**config.mk**
```make
export PLATFORM = sky130hd
export DESIGN_NAME = fetch_sequencer
export DESIGN_NICKNAME = d
export VERILOG_FILES = /design/src/rtl/fetch_ctrl_pkg.sv /design/src/rtl/branch_inflight_queue.sv /design/src/rtl/fetch_sequencer.sv
export SDC_FILE = /design/constraint.sdc
export NUM_CORES = 1
export LEC_CHECK = 0
export CORE_ASPECT_RATIO = 1.4
export CORE_MARGIN = 2
export CORE_UTILIZATION = 60
export CTS_BUF_LIST = sky130_fd_sc_hd__clkbuf_8
export DETAILED_ROUTE_END_ITERATION = 6
export PLACE_DENSITY = 0.87
export SLEW_MARGIN = 20
export SYNTH_ARGS = -nofsm -noshare
export SYNTH_HDL_FRONTEND = slang
export SYNTH_HIERARCHICAL = 1
export SYNTH_SLANG_ARGS = --single-unit
```
**constraint.sdc**
```tcl
create_clock -name clk -period 11.1 [get_ports clk]
set_clock_uncertainty 0.2 [all_clocks]
set_input_delay 2.22 -clock clk [delete_from_list [all_inputs] [get_ports clk]]
set_output_delay 2.22 -clock clk [all_outputs]
set_load 0.03 [all_outputs]
```
**src/rtl/fetch_ctrl_pkg.sv**
```systemverilog
// ---------------------------------------------------------------------------
// fetch_ctrl_pkg
// Shared definitions for the fetch sequencer and its in-flight branch queue:
// table sizes, reset PC, two-bit counter encodings, the queue entry layout
// and the saturating counter update helper.
// ---------------------------------------------------------------------------
package fetch_ctrl_pkg;

    localparam int BHT_DEPTH      = 16;
    localparam int BHT_IDX_W      = $clog2(BHT_DEPTH);
    localparam int INFLIGHT_DEPTH = 4;
    localparam int Q_PTR_W        = $clog2(INFLIGHT_DEPTH);
    localparam int Q_CNT_W        = $clog2(INFLIGHT_DEPTH + 1);

    localparam logic [31:0]        RESET_PC     = 32'h0000_0000;
    localparam logic [Q_CNT_W-1:0] Q_FULL_COUNT = Q_CNT_W'(INFLIGHT_DEPTH);

    // Two-bit branch history counter states.
    typedef enum logic [1:0] {
        SNT = 2'b00,   // strongly not taken
        WNT = 2'b01,   // weakly not taken
        WT  = 2'b10,   // weakly taken
        ST  = 2'b11    // strongly taken
    } bht_ctr_e;

    // One outstanding branch prediction awaiting resolution.
    typedef struct packed {
        logic [BHT_IDX_W-1:0] index;      // BHT slot to train on resolve
        logic                 predicted;  // direction used at fetch time
        logic [31:0]          alternate;  // PC to restart from if wrong
    } inflight_entry_t;

    localparam int ENTRY_W = $bits(inflight_entry_t);

    // Saturating two-bit counter step toward the resolved direction.
    function automatic logic [1:0] sat_update(input logic [1:0] ctr,
                                              input logic       taken);
        logic [1:0] result;
        result = ctr;
        if (taken) begin
            if (ctr != ST) result = ctr + 2'd1;
        end else begin
            if (ctr != SNT) result = ctr - 2'd1;
        end
        return result;
    endfunction

endpackage

```
**src/rtl/branch_inflight_queue.sv**
```systemverilog
// ---------------------------------------------------------------------------
// branch_inflight_queue
// Small FIFO of predictions for branches that have been fetched but not yet
// resolved. Oldest entry is always visible on head.
//
// Ports
//   clk         rising-edge clock
//   rst_n       asynchronous active-low reset, empties the queue
//   push        write push_entry at the tail (ignored when full and no pop)
//   pop         drop the head entry (ignored when empty)
//   flush       empty the queue; wins over push and pop in the same cycle
//   push_entry  packed inflight_entry_t to enqueue
//   head        packed inflight_entry_t at the head (undefined when empty)
//   count       number of valid entries, 0..INFLIGHT_DEPTH
// ---------------------------------------------------------------------------
module branch_inflight_queue
    import fetch_ctrl_pkg::*;
(
    input  logic               clk,
    input  logic               rst_n,
    input  logic               push,
    input  logic               pop,
    input  logic               flush,
    input  logic [ENTRY_W-1:0] push_entry,
    output logic [ENTRY_W-1:0] head,
    output logic [Q_CNT_W-1:0] count
);

    logic [ENTRY_W-1:0] mem [INFLIGHT_DEPTH];
    logic [Q_PTR_W-1:0] rd_ptr;
    logic [Q_PTR_W-1:0] wr_ptr;
    logic               do_push;
    logic               do_pop;

    // A pop in the same cycle frees a slot, so a full queue can still accept.
    assign do_pop  = pop && (count != '0);
    assign do_push = push && ((count != Q_FULL_COUNT) || do_pop);

    assign head = mem[rd_ptr];

    always_ff @(posedge clk or negedge rst_n) begin
        if (!rst_n) begin
            rd_ptr <= '0;
            wr_ptr <= '0;
            count  <= '0;
        end else if (flush) begin
            rd_ptr <= '0;
            wr_ptr <= '0;
            count  <= '0;
        end else begin
            if (do_push) wr_ptr <= wr_ptr + Q_PTR_W'(1);
            if (do_pop)  rd_ptr <= rd_ptr + Q_PTR_W'(1);
            case ({do_push, do_pop})
                2'b10:   count <= count + Q_CNT_W'(1);
                2'b01:   count <= count - Q_CNT_W'(1);
                default: count <= count;
            endcase
        end
    end

    // Storage needs no reset: count gates whether head is meaningful.
    always_ff @(posedge clk) begin
        if (do_push && !flush) begin
            mem[wr_ptr] <= push_entry;
        end
    end

endmodule

```
**src/rtl/fetch_sequencer.sv**
```systemverilog
// ---------------------------------------------------------------------------
// fetch_sequencer
// Instruction fetch address generator with a 16-entry two-bit branch history
// table and a queue of unresolved predictions. On a wrong prediction the PC
// restarts at the stored alternate path and a one-cycle flush pulse is sent
// to the downstream pipeline registers.
//
// Ports
//   clk               rising-edge clock
//   rst_n             asynchronous active-low reset
//   stall             hazard hold: PC frozen, no prediction recorded
//   is_branch         instruction at pc is a conditional branch
//   branch_target     taken target of that branch
//   jump_valid        instruction at pc is an unconditional jump
//   jump_target       target of that jump
//   resolve_valid     oldest in-flight branch resolved this cycle
//   resolve_taken     its actual direction
//   pc                registered fetch address
//   pred_bits         BHT counter for pc (combinational read)
//   mispredict        registered one-cycle flush pulse
//   queue_full_stall  fetch held because the in-flight queue is full
//   protocol_err      sticky: resolve arrived with nothing in flight
// ---------------------------------------------------------------------------
module fetch_sequencer
    import fetch_ctrl_pkg::*;
(
    input  logic        clk,
    input  logic        rst_n,
    input  logic        stall,
    input  logic        is_branch,
    input  logic [31:0] branch_target,
    input  logic        jump_valid,
    input  logic [31:0] jump_target,
    input  logic        resolve_valid,
    input  logic        resolve_taken,
    output logic [31:0] pc,
    output logic [1:0]  pred_bits,
    output logic        mispredict,
    output logic        queue_full_stall,
    output logic        protocol_err
);

    logic [1:0]           bht [BHT_DEPTH];
    logic [BHT_IDX_W-1:0] fetch_idx;
    logic                 predicted_taken;
    logic [31:0]          pc_plus4;
    logic [31:0]          next_pc;

    logic [Q_CNT_W-1:0]   q_count;
    logic [ENTRY_W-1:0]   q_head_bits;
    inflight_entry_t      head_entry;
    inflight_entry_t      push_entry;
    logic                 resolve_ok;
    logic                 redirect;
    logic                 push_en;

    assign fetch_idx       = pc[BHT_IDX_W+1:2];
    assign pred_bits       = bht[fetch_idx];
    assign predicted_taken = pred_bits[1];
    assign pc_plus4        = pc + 32'd4;

    assign head_entry = inflight_entry_t'(q_head_bits);
    assign resolve_ok = resolve_valid && (q_count != '0);
    assign redirect   = resolve_ok && (resolve_taken != head_entry.predicted);

    // The head leaving this cycle makes room, so the stall clears at once.
    assign queue_full_stall = is_branch && (q_count == Q_FULL_COUNT) && !resolve_ok;

    assign push_en = is_branch && !stall && !queue_full_stall && !redirect;

    always_comb begin
        push_entry           = '0;
        push_entry.index     = fetch_idx;
        push_entry.predicted = predicted_taken;
        push_entry.alternate = predicted_taken ? pc_plus4 : branch_target;
    end

    always_comb begin
        next_pc = pc_plus4;
        if (redirect) begin
            next_pc = head_entry.alternate;
        end else if (stall || queue_full_stall) begin
            next_pc = pc;
        end else if (jump_valid) begin
            next_pc = jump_target;
        end else if (is_branch && predicted_taken) begin
            next_pc = branch_target;
        end
    end

    branch_inflight_queue u_queue (
        .clk        (clk),
        .rst_n      (rst_n),
        .push       (push_en),
        .pop        (resolve_ok),
        .flush      (redirect),
        .push_entry (push_entry),
        .head       (q_head_bits),
        .count      (q_count)
    );

    always_ff @(posedge clk or negedge rst_n) begin
        if (!rst_n) begin
            pc           <= RESET_PC;
            mispredict   <= 1'b0;
            protocol_err <= 1'b0;
        end else begin
            pc         <= next_pc;
            mispredict <= redirect;
            if (resolve_valid && (q_count == '0)) begin
                protocol_err <= 1'b1;
            end
        end
    end

    // Training is independent of stall; the fetch-side read above sees the
    // value from before this edge even when the same slot is being written.
    always_ff @(posedge clk or negedge rst_n) begin
        if (!rst_n) begin
            for (int i = 0; i < BHT_DEPTH; i++) begin
                bht[i] <= WNT;
            end
        end else if (resolve_ok) begin
            bht[head_entry.index] <= sat_update(bht[head_entry.index], resolve_taken);
        end
    end

endmodule

```
## Word-level counts from Yosys, hierarchy flattened

Memories as Yosys holds them, arrays and structs flattened.
Cells that the tools add are included.
W data, S select, Z words.

| storage, ports and cells | value |
|---|---|
| register bits | 73 |
| input port bits | 71 |
| memory bits (writable) | 148 |
| word-level logic and storage cells | 93 |
| memories kept | 1 |
| output and inout port bits | 37 |

| operators by class | value |
|---|---|
| multiplexer cells | 26 |
| equal/unequal tests | 7 |
| add/sub/neg operators | 7 |
| magnitude comparators | 3 |
| reductions and logical operators | 25 |
| bitwise operators | 2 |

Memories:

| name | words | bits a word | read ports | clocked after memory_dff | wr ports | RTL line | source |
|---|---|---|---|---|---|---|---|
| u_queue.mem | 4 | 37 | 1 | 0 | 1 | branch_inflight_queue.sv:29 | `logic [ENTRY_W-1:0] mem [INFLIGHT_DEPTH];` |

Operators with widths:

| kind | count |
|---|---|
| $mux W32 | 5 |
| $add A32 B3 Y32 const B | 1 |
| $bwmux W32 | 1 |
| $mux W2 | 13 |
| $bmux W2 S4 | 2 |
| $logic_and A1 B1 Y1 | 13 |
| $ge A5 B5 Y1 const B | 2 |
| $not A4 Y5 | 2 |
| $demux W2 S4 | 1 |
| $add A2 B1 Y2 const B | 3 |
| $pmux W3 S2 | 1 |
| $reduce_bool A2 Y1 | 3 |
| $reduce_bool A3 Y1 | 2 |
| $lt A5 B1 Y1 const B | 1 |
| $logic_not A1 Y1 | 4 |
| $ne A2 B2 Y1 const B | 2 |
| $add A3 B1 Y3 const B | 1 |
| $eq A3 B3 Y1 const B | 1 |
| $logic_not A3 Y1 | 1 |
| $mux W3 | 1 |
| $ne A3 B3 Y1 const B | 1 |
| $sub A3 B1 Y3 const B | 1 |
| $eq A2 B1 Y1 const B | 1 |
| $eq A2 B2 Y1 const B | 1 |
| other kinds (4) | 6 |

## Longest topological paths before layout

Gate-level depths: netlist of the first run.

| logic depth | value |
|---|---|
| word-level depth | 11 |
| mapped depth | 14 |
| gate-level depth less buffers | 10 |

## Hierarchy

The synthesis of the first run kept the hierarchy.

By module, submodules not included:

| module | cells each | seq. area each (µm²) | area each (µm²) | instances |
|---|---|---|---|---|
| branch_inflight_queue | 255 | 4619.4 | 5873.1 | 1 |
| fetch_sequencer | 594 | 1671.6 | 5235.0 | 1 |

## Worst setup path before layout of the first run

OpenSTA, ideal clock, no wires.

| timing path | value |
|---|---|
| path type | input -> output |
| start | input port resolve_valid |
| end | output port queue_full_stall |
| buffers on the path | 0 |
| required time | 8680 ps |
| path slack | 5678 ps |
| arrival | 3002 ps |
| stages on the path | 2 |
| path through | nor4b_1 and2_1 |

| between the ends | value |
|---|---|
| word-level cells in the longest chain between the ends | 3 |

RTL lines:

| item | RTL line | source |
|---|---|---|
| start: declaration | fetch_sequencer.sv:34 | `input logic resolve_valid,` |
| $logic_and A1 B1 Y1 | fetch_sequencer.sv:63 | `assign resolve_ok = resolve_valid && (q_count != '0);` |
| $logic_not A1 Y1 | fetch_sequencer.sv:67 | `assign queue_full_stall = is_branch && (q_count == Q_FULL_COUNT) && !resolve_ok;` |
| $logic_and A1 B1 Y1 | fetch_sequencer.sv:67 |  |
| end: declaration | fetch_sequencer.sv:39 | `output logic queue_full_stall,` |

Every way passes these cells.

## Worst setup path after layout of the first run

Ends and elaborated chain as after synthesis.

==> qor.json, run 1 <==
{
  "max_slew_headroom_pct": 22.7,
  "synth_nets": 926,
  "hp-start": "protocol_err$_DFFE_PN0P_",
  "clockBufferDepth": 3,
  "cts.root.buffer_cell": "sky130_fd_sc_hd__clkbuf_8",
  "worst_skew_pair.late_latency_ns": 0.53,
  "design.portCount": 108,
  "syn_avg_cell_area_um2": 13.1,
  "number_of_max_slew_violations_in_the_final_report": 0,
  "drv.max_cap_violation_count": 0,
  "reg2reg_slack_ns": 5.97,
  "max_freq_ghz": 0.150,
  "grt_remaining_overflow": 0,
  "cts_repair_resize_count": 0,
  "vias_in_the_first_global_route": 7748,
  "port-buffer-count": 107,
  "path_cells": "clkdlybuf4s50_1 > nor4b_1 > and2_1 > clkdlybuf4s50_1",
  "power.leakage_uw": 0.00458,
  "p_per_area_nw_per_um2": 264,
  "yosys_warnings": 6,
  "crit_top_cell": "sky130_fd_sc_hd__clkdlybuf4s50_1",
  "startpoint_type": "input port",
  "die_width_um": 119,
  "rows": 58,
  "sequential_to_total_area_share_from_yosys_stat_pct": 56.6,
  "r2r.worst_path.cells": 8,
  "detail-route-antenna-nets": 0,
  "post_synth_most_frequent_cells": "sky130_fd_sc_hd__edfxtp_1 (148), sky130_fd_sc_hd__nor2_1 (71), sky130_fd_sc_hd__dfrtp_1 (57)",
  "post_cts_buffers": 0,
  "core-area_um2": 18100,
  "worst_hold_end": "protocol_err$_DFFE_PN0P_",
  "timing_hold_violations_final": 0,
  "die_h_um": 165,
  "grt_use_total_pct": 28.0,
  "setup.worst_path.class": "input port to primary output",
  "max_slew.worst_pin.slew_ns": 1.16,
  "finalInstanceArea_um2": 12900,
  "yosys_most_used_dff": "sky130_fd_sc_hd__edfxtp_1",
  "critical_path.reg2reg.endpoint": "u_queue/mem[3][9]$_DFFE_PP_",
  "remaining_drc_errors": 0,
  "dp.cells": 1137,
  "crit_path_top_delay_cell": "sky130_fd_sc_hd__nor4b_1",
  "clk_pin_slew_worst_paths_ns": 0.07,
  "initial_utilization_pct": 61.5,
  "die_area_um2": 19600,
  "finalNetCount": 1011,
  "final_worst_path_period_share_pct": 60.1,
  "synth.lib_cells_used.distinct": 67,
  "result_of_the_run": "finished clean",
  "avgViaCountPerCell": 6.55,
  "ir_drop_mv": 0.135,
  "wirelength_um": 27100,
  "drt_pass1_iterations": 6,
  "period_needed_ns": 6.67,
  "post_synth_instance_area_um2": 11100,
  "timing.hold.worst_path_depth": 1,
  "postSynth.asyncResetShare_pct": 33.0,
  "yosysTopAreaCellShare_pct": 40.0,
  "detail_route.wl_per_cell_um": 22.6,
  "layoutNonFillerInstCount": 1199,
  "clkSinkCount": 221,
  "synthDominantAreaCellType": "sky130_fd_sc_hd__edfxtp_1",
  "unrepaired_setup_endpoints_after_global_routing": "false",
  "critical_path.endpoint_type": "primary output",
  "synth_enable_flop_cells": 148,
  "nFillCells": 1145,
  "worst-endpoint-arrival_ns": 4.25,
  "via_count": 7854,
  "cts_max_level": 2,
  "synth.top_cells.by_area": "sky130_fd_sc_hd__edfxtp_1 (40%), sky130_fd_sc_hd__dfrtp_1 (13%), sky130_fd_sc_hd__mux4_2 (11%)",
  "crit_path_max_fanout": 4,
  "initial_antenna_violation_count": 0,
  "synth_most_common_cell": "sky130_fd_sc_hd__edfxtp_1",
  "largest_net_degree_at_the_start_of_global_routing": 74,
  "worst_hold_path_class": "flop to flop",
  "total_power_uw": 3390,
  "yosys_reg_bits": 221,
  "drt-initial-drc-count": 940,
  "detailed_place.area_um2": 12200,
  "final_core_utilization_pct": 71.2,
  "critical_path_required_ns": 8.68,
  "place_hpwl_um": 16900,
  "flow.area_growth_from_synthesis_pct": 15.8,
  "setup-violations-final": 0,
  "cells_after_synth": 849,
  "r2r-start": "u_queue/rd_ptr[0]$_DFFE_PN0P_",
  "setup_tns_ns": 0,
  "tritoncts_buffers": 35,
  "cts_tree": "yes",
  "place_congestion": 0.881,
  "layout_cells_sized_above_1_pct": 19.9,
  "worst_path_largest_cell_delay_ns": 0.71,
  "cts_hold_buffers": 0,
  "grt_first_pass_wirelength_um": 42100,
  "num_antenna_cells": 0
}
==> worst max path at each step <==
| stage | startpoint | end | slack [ns] | cells after the start |
|---|---|---|---|---|
| after floorplan | resolve_valid | queue_full_stall | 5.68 | 2 |
| after global placement | resolve_valid | queue_full_stall | 4.44 | 4 |
| after detailed placement | resolve_valid | queue_full_stall | 4.39 | 4 |
| after CTS | resolve_valid | queue_full_stall | 4.38 | 4 |
| after global routing | resolve_valid | queue_full_stall | 4.31 | 4 |
| final | resolve_valid | queue_full_stall | 4.43 | 4 |
==> stage by stage <==
step / worst slack [ns] / hold slack [ns]
after detailed placement: 4.39 / 0.262
final: 4.43 / 0.264
after global routing: 4.31 / 0.291
after CTS: 4.38 / 0.275
after floorplan: 5.68 / 0.289
after global placement: 4.44 / 0.258
==> state kept, by name, indices dropped and copies added, names as in the netlist <==
register / cells
protocol_err: 1
bht: 32
u_queue/rd_ptr: 2
u_queue/count: 3
u_queue/mem: 148
mispredict: 1
u_queue/wr_ptr: 2
pc: 32
==> final cells by class <==
type                    instances  area (um^2)  area share, %
repair buffers                113         1110           8.66
clock inverters                25          138           1.07
flip-flops and latches        221         6290           48.9
inverters                      38          143           1.11
well taps                     240          300           2.34
multi-input cells             525         4360           33.9
clock buffers                  37          509           3.96
==> per-layer routing <==
| layer | share of wire, % | routed length (um) | track usage, % | up-vias |
|---|---|---|---|---|
| met5 | 0 | 0 | 0 | - |
| met4 | 3.2 | 870 | 10.2 | 0 |
| met3 | 7.8 | 2100 | 4.83 | 74 |
| met2 | 52 | 14000 | 48.7 | 412 |
| met1 | 37 | 10100 | 35.5 | 3933 |
| li1 | - | - | - | 3435 |
==> power by group <==
part	internal (uW)	total [uW]	switching, uW
combinational	612	1390	778
clock	334	649	315
sequential	1150	1350	199
total	2100	3390	1290
==> cell usage in the layout (no fill, tap or decap), drive strengths merged, types with 8 or more instances in the layout <==
cell type | netlist | final
nor3 | 24 | 24
xor2 | 14 | 14
clkdlybuf4s50 | 0 | 106
a21oi | 25 | 25
a31o | 11 | 11
dfstp | 16 | 16
clkbuf | 33 | 37
clkinv | 0 | 12
mux2 | 46 | 46
nand3 | 24 | 24
and4 | 8 | 8
dfrtp | 57 | 57
edfxtp | 148 | 148
inv | 38 | 48
o21ai | 54 | 54
mux4 | 55 | 55
and3 | 10 | 10
o31ai | 17 | 17
and2 | 10 | 10
nor2 | 71 | 71
nand2 | 36 | 36
a221oi | 14 | 14
nand3b | 15 | 15
==> critical path, delay by kind of cell <==
kind / cells / cell delay [ns]
AND/OR/NAND/NOR: 2 / 0.93
buffers and inverters: 2 / 1.11
==> cell families (layout without fill, tap and decap cells) <==
group,Yosys count,after routing,share of synthesized area (%)
xor gates and xnor gates,17,17,1.34
AOI/OAI and AO/OA,167,167,10.0
muxes,103,103,16.1
adders and majority gates,8,8,0.935
and+or+nand+nor,230,230,10.6
DFF,221,221,56.6
buffers and inverters,103,213,4.36
(Power assumes the default switching activity.)
==> inputs of run 2 (changes only) <==
==> constraint.sdc (replaced) <==
create_clock -name clk -period 6.7 [get_ports clk]
set_clock_uncertainty 0.2 [all_clocks]
set_input_delay 1.34 -clock clk [delete_from_list [all_inputs] [get_ports clk]]
set_output_delay 1.34 -clock clk [all_outputs]
set_load 0.03 [all_outputs]
==> run 2 against run 1 <==
Against the previous run: clock power up 62%; largest power group unchanged; non-clock buffer count rose by 6; clock-buffer cell count increased by 1; design area rose by 0.24%; highest routed layer unchanged.
==> qor.json, run 2 (synthesized netlist as in run 1, its figures left out) <==
{
  "place_congestion": {"value": 0.840, "change": "-4.7%"},
  "die_h": {"value": 165, "unit": "um", "change": "unchanged"},
  "cts.root.buffer_cell": "sky130_fd_sc_hd__clkbuf_8",
  "place_hpwl": {"value": 17800, "unit": "um", "change": "+5.1%"},
  "top_register": "u_queue/mem",
  "critical_path.endpoint_type": "primary output",
  "layout_cells_sized_above_1": {"value": 20.7, "unit": "%", "change": "+0.77 points"},
  "cts_tree": "yes",
  "timing_hold_violations_final": {"value": 0, "change": "unchanged"},
  "critical_path.startpoint": "pc[2]$_DFFE_PN0P_",
  "design.portCount": {"value": 108, "change": "unchanged"},
  "cts_hold_buffers": {"value": 0, "change": "unchanged"},
  "layout.cells.most_common": "sky130_fd_sc_hd__edfxtp_1",
  "worst-endpoint-arrival": {"value": 3.60, "unit": "ns", "change": "-0.65 ns"},
  "ir_drop": {"value": 0.235, "unit": "mV", "change": "+73%"},
  "die_area": {"value": 19600, "unit": "um^2", "change": "unchanged"},
  "top_layer": "met4",
  "setup.worst_path.class": "flop to primary output",
  "grt_first_pass_wirelength": {"value": 42400, "unit": "um", "change": "+0.69%"},
  "die_width": {"value": 119, "unit": "um", "change": "unchanged"},
  "drt_pass1_iterations": {"value": 6, "change": "unchanged"},
  "cts_max_level": {"value": 2, "change": "unchanged"},
  "r2r.worst_path.cells": {"value": 9, "change": "+1"},
  "initial_antenna_violation_count": {"value": 0, "change": "unchanged"},
  "flow.area_growth_from_synthesis_pct": 16.0,
  "max_slew_headroom": {"value": 33.1, "unit": "%", "change": "+10 points"},
  "max_freq_ghz": 0.195,
  "core-area": {"value": 18100, "unit": "um^2", "change": "unchanged"},
  "via_count": {"value": 7923, "change": "+0.88%"},
  "setup-violations-final": {"value": 0, "change": "unchanged"},
  "setup_tns": {"value": 0, "unit": "ns", "change": "unchanged"},
  "startpoint_type": "flop",
  "area.sequential": {"value": 6290, "unit": "um^2", "change": "unchanged"},
  "drt-initial-drc-count": {"value": 935, "change": "-0.53%"},
  "final_core_utilization": {"value": 71.3, "unit": "%", "change": "+0.17 points"},
  "tritoncts_buffers": {"value": 35, "change": "unchanged"},
  "unrepaired_setup_endpoints_after_global_routing": "false",
  "cts_repair_resize_count": {"value": 0, "change": "unchanged"},
  "setup.worst_path.end": "pred_bits[1]",
  "largestRegisters": "u_queue/mem (148), bht (32), pc (32)",
  "clk_pin_slew_worst_paths": {"value": 0.07, "unit": "ns", "change": "about the same"},
  "layout_common_cells": "sky130_fd_sc_hd__edfxtp_1 (148), sky130_fd_sc_hd__clkdlybuf4s50_1 (106), sky130_fd_sc_hd__nor2_1 (71)",
  "max_slew.worst_pin.slew": {"value": 1.00, "unit": "ns", "change": "-0.155 ns"},
  "p_per_area": {"value": 436, "unit": "nW/um^2", "change": "+65%"},
  "period_needed_ns": 5.14,
  "number_of_max_slew_violations_in_the_final_report": {"value": 0, "change": "unchanged"},
  "largest_reg_flops": {"value": 148, "change": "unchanged"},
  "critical_path.reg2reg.endpoint": "pc[29]$_DFFE_PN0P_",
  "detailroute.wirelength.met3": {"value": 2260, "unit": "um", "change": "+7.4%"},
  "final_critical_path_setup_slack": {"value": 1.56, "unit": "ns", "change": "-2.87 ns"},
  "result_of_the_run": "finished clean",
  "remaining_drc_errors": {"value": 0, "change": "unchanged"},
  "initial_utilization": {"value": 61.5, "unit": "%", "change": "unchanged"},
  "total_power": {"value": 5610, "unit": "uW", "change": "+66%"},
  "crit_path_max_fanout": {"value": 72, "change": "+68"},
  "avgViaCountPerCell": {"value": 6.56, "change": "+0.21%"},
  "worst_hold_path_class": "flop to flop",
  "detail-route-antenna-nets": {"value": 0, "change": "unchanged"},
  "reg2reg_slack": {"value": 2.24, "unit": "ns", "change": "-3.73 ns"},
  "met1Wirelength": {"value": 9850, "unit": "um", "change": "-2.1%"},
  "post_cts_buffers": {"value": 0, "change": "unchanged"},
  "detail_route.wl_per_cell": {"value": 22.9, "unit": "um", "change": "+1.3%"},
  "drv.max_cap_violation_count": {"value": 0, "change": "unchanged"},
  "power.leakage": {"value": 0.00465, "unit": "uW", "change": "+1.3%"},
  "largest_net_degree_at_the_start_of_global_routing": {"value": 74, "change": "unchanged"},
  "finalNetCount": {"value": 1017, "change": "+0.59%"},
  "worst_skew_pair.late_latency": {"value": 0.53, "unit": "ns", "change": "about the same"},
  "detailedPlace.worstSlack": {"value": 1.54, "unit": "ns", "change": "-2.85 ns"},
  "vias_in_the_first_global_route": {"value": 8149, "change": "+5.2%"},
  "clkSinkCount": {"value": 221, "change": "unchanged"},
  "hp-start": "protocol_err$_DFFE_PN0P_",
  "finalHoldWorstSlack": {"value": 0.260, "unit": "ns", "change": "-0.00405 ns"},
  "final_worst_path_period_share_pct": 76.7,
  "multiInputGateArea": {"value": 4360, "unit": "um^2", "change": "-0.14%"},
  "port-buffer-count": {"value": 107, "change": "unchanged"},
  "critical_path_required": {"value": 5.16, "unit": "ns", "change": "-3.52 ns"},
  "dr_wl_met2": {"value": 14500, "unit": "um", "change": "+3.0%"},
  "nFillCells": {"value": 1183, "change": "+3.3%"},
  "r2r-start": "u_queue/count[1]$_DFFE_PN0P_",
  "num_antenna_cells": {"value": 0, "change": "unchanged"},
  "grt_use_total": {"value": 28.2, "unit": "%", "change": "+0.25 points"},
  "grt_remaining_overflow": {"value": 0, "change": "unchanged"},
  "wirelength": {"value": 27600, "unit": "um", "change": "+2.0%"},
  "rows": {"value": 58, "change": "unchanged"},
  "clockBufferDepth": {"value": 3, "change": "unchanged"}
}
run 2: cell count changes in the layout (fill, tap and decap cells not counted), sizes merged:
cell	before	now
clkinvlp	2	1
clkinv	12	9
inv	48	54
bufinv	1	0
buf	7	13
clkbuf	37	38
run 2: worst min path at each step:
stage / to / cells past startpoint
floorplan: bht[19]$_DFFE_PN0P_ / 1
global placement: protocol_err$_DFFE_PN0P_ / 1
detailed placement: protocol_err$_DFFE_PN0P_ / 1
CTS: protocol_err$_DFFE_PN0P_ / 1
global route: protocol_err$_DFFE_PN0P_ / 1
finish: protocol_err$_DFFE_PN0P_ / 1
run 2: final cells by class:
type                       instances  area share (%)
timing repair buffer             119            8.99
clock buffer                      38            4.06
multi-input combinational        525            33.8
clock inverter                    26           0.903
sequential                       221            48.8
tap                              240            2.33
inverter                          38            1.11
run 2: critical path: stages, from the launching register on:
cell and delay [ns]:
sky130_fd_sc_hd__dfrtp_1 0.88, sky130_fd_sc_hd__mux4_1 0.64, sky130_fd_sc_hd__mux4_2 0.49, sky130_fd_sc_hd__buf_4 0.33, sky130_fd_sc_hd__clkdlybuf4s50_1 0.70
run 2: through the flow:
step,instances,area (um^2)
floorplan,849,11100
global placement,1143,12300
detailed placement,1143,12300
CTS,1207,12900
global route,1207,12900
finish,1207,12900
run 2: where the power goes:
| group | total [uW] | internal (uW) | switching (uW) |
|---|---|---|---|
| clock network | 1050 | 528 | 525 |
| logic | 2290 | 1020 | 1270 |
| registers | 2270 | 1910 | 360 |
| total | 5610 | 3460 | 2160 |
run 2: per-layer routing:
layer	up-vias	global-route usage (%)
met5	-	0
met4	0	13.4
met3	96	5.35
met2	468	49.7
met1	3903	33.6
li1	3456	-
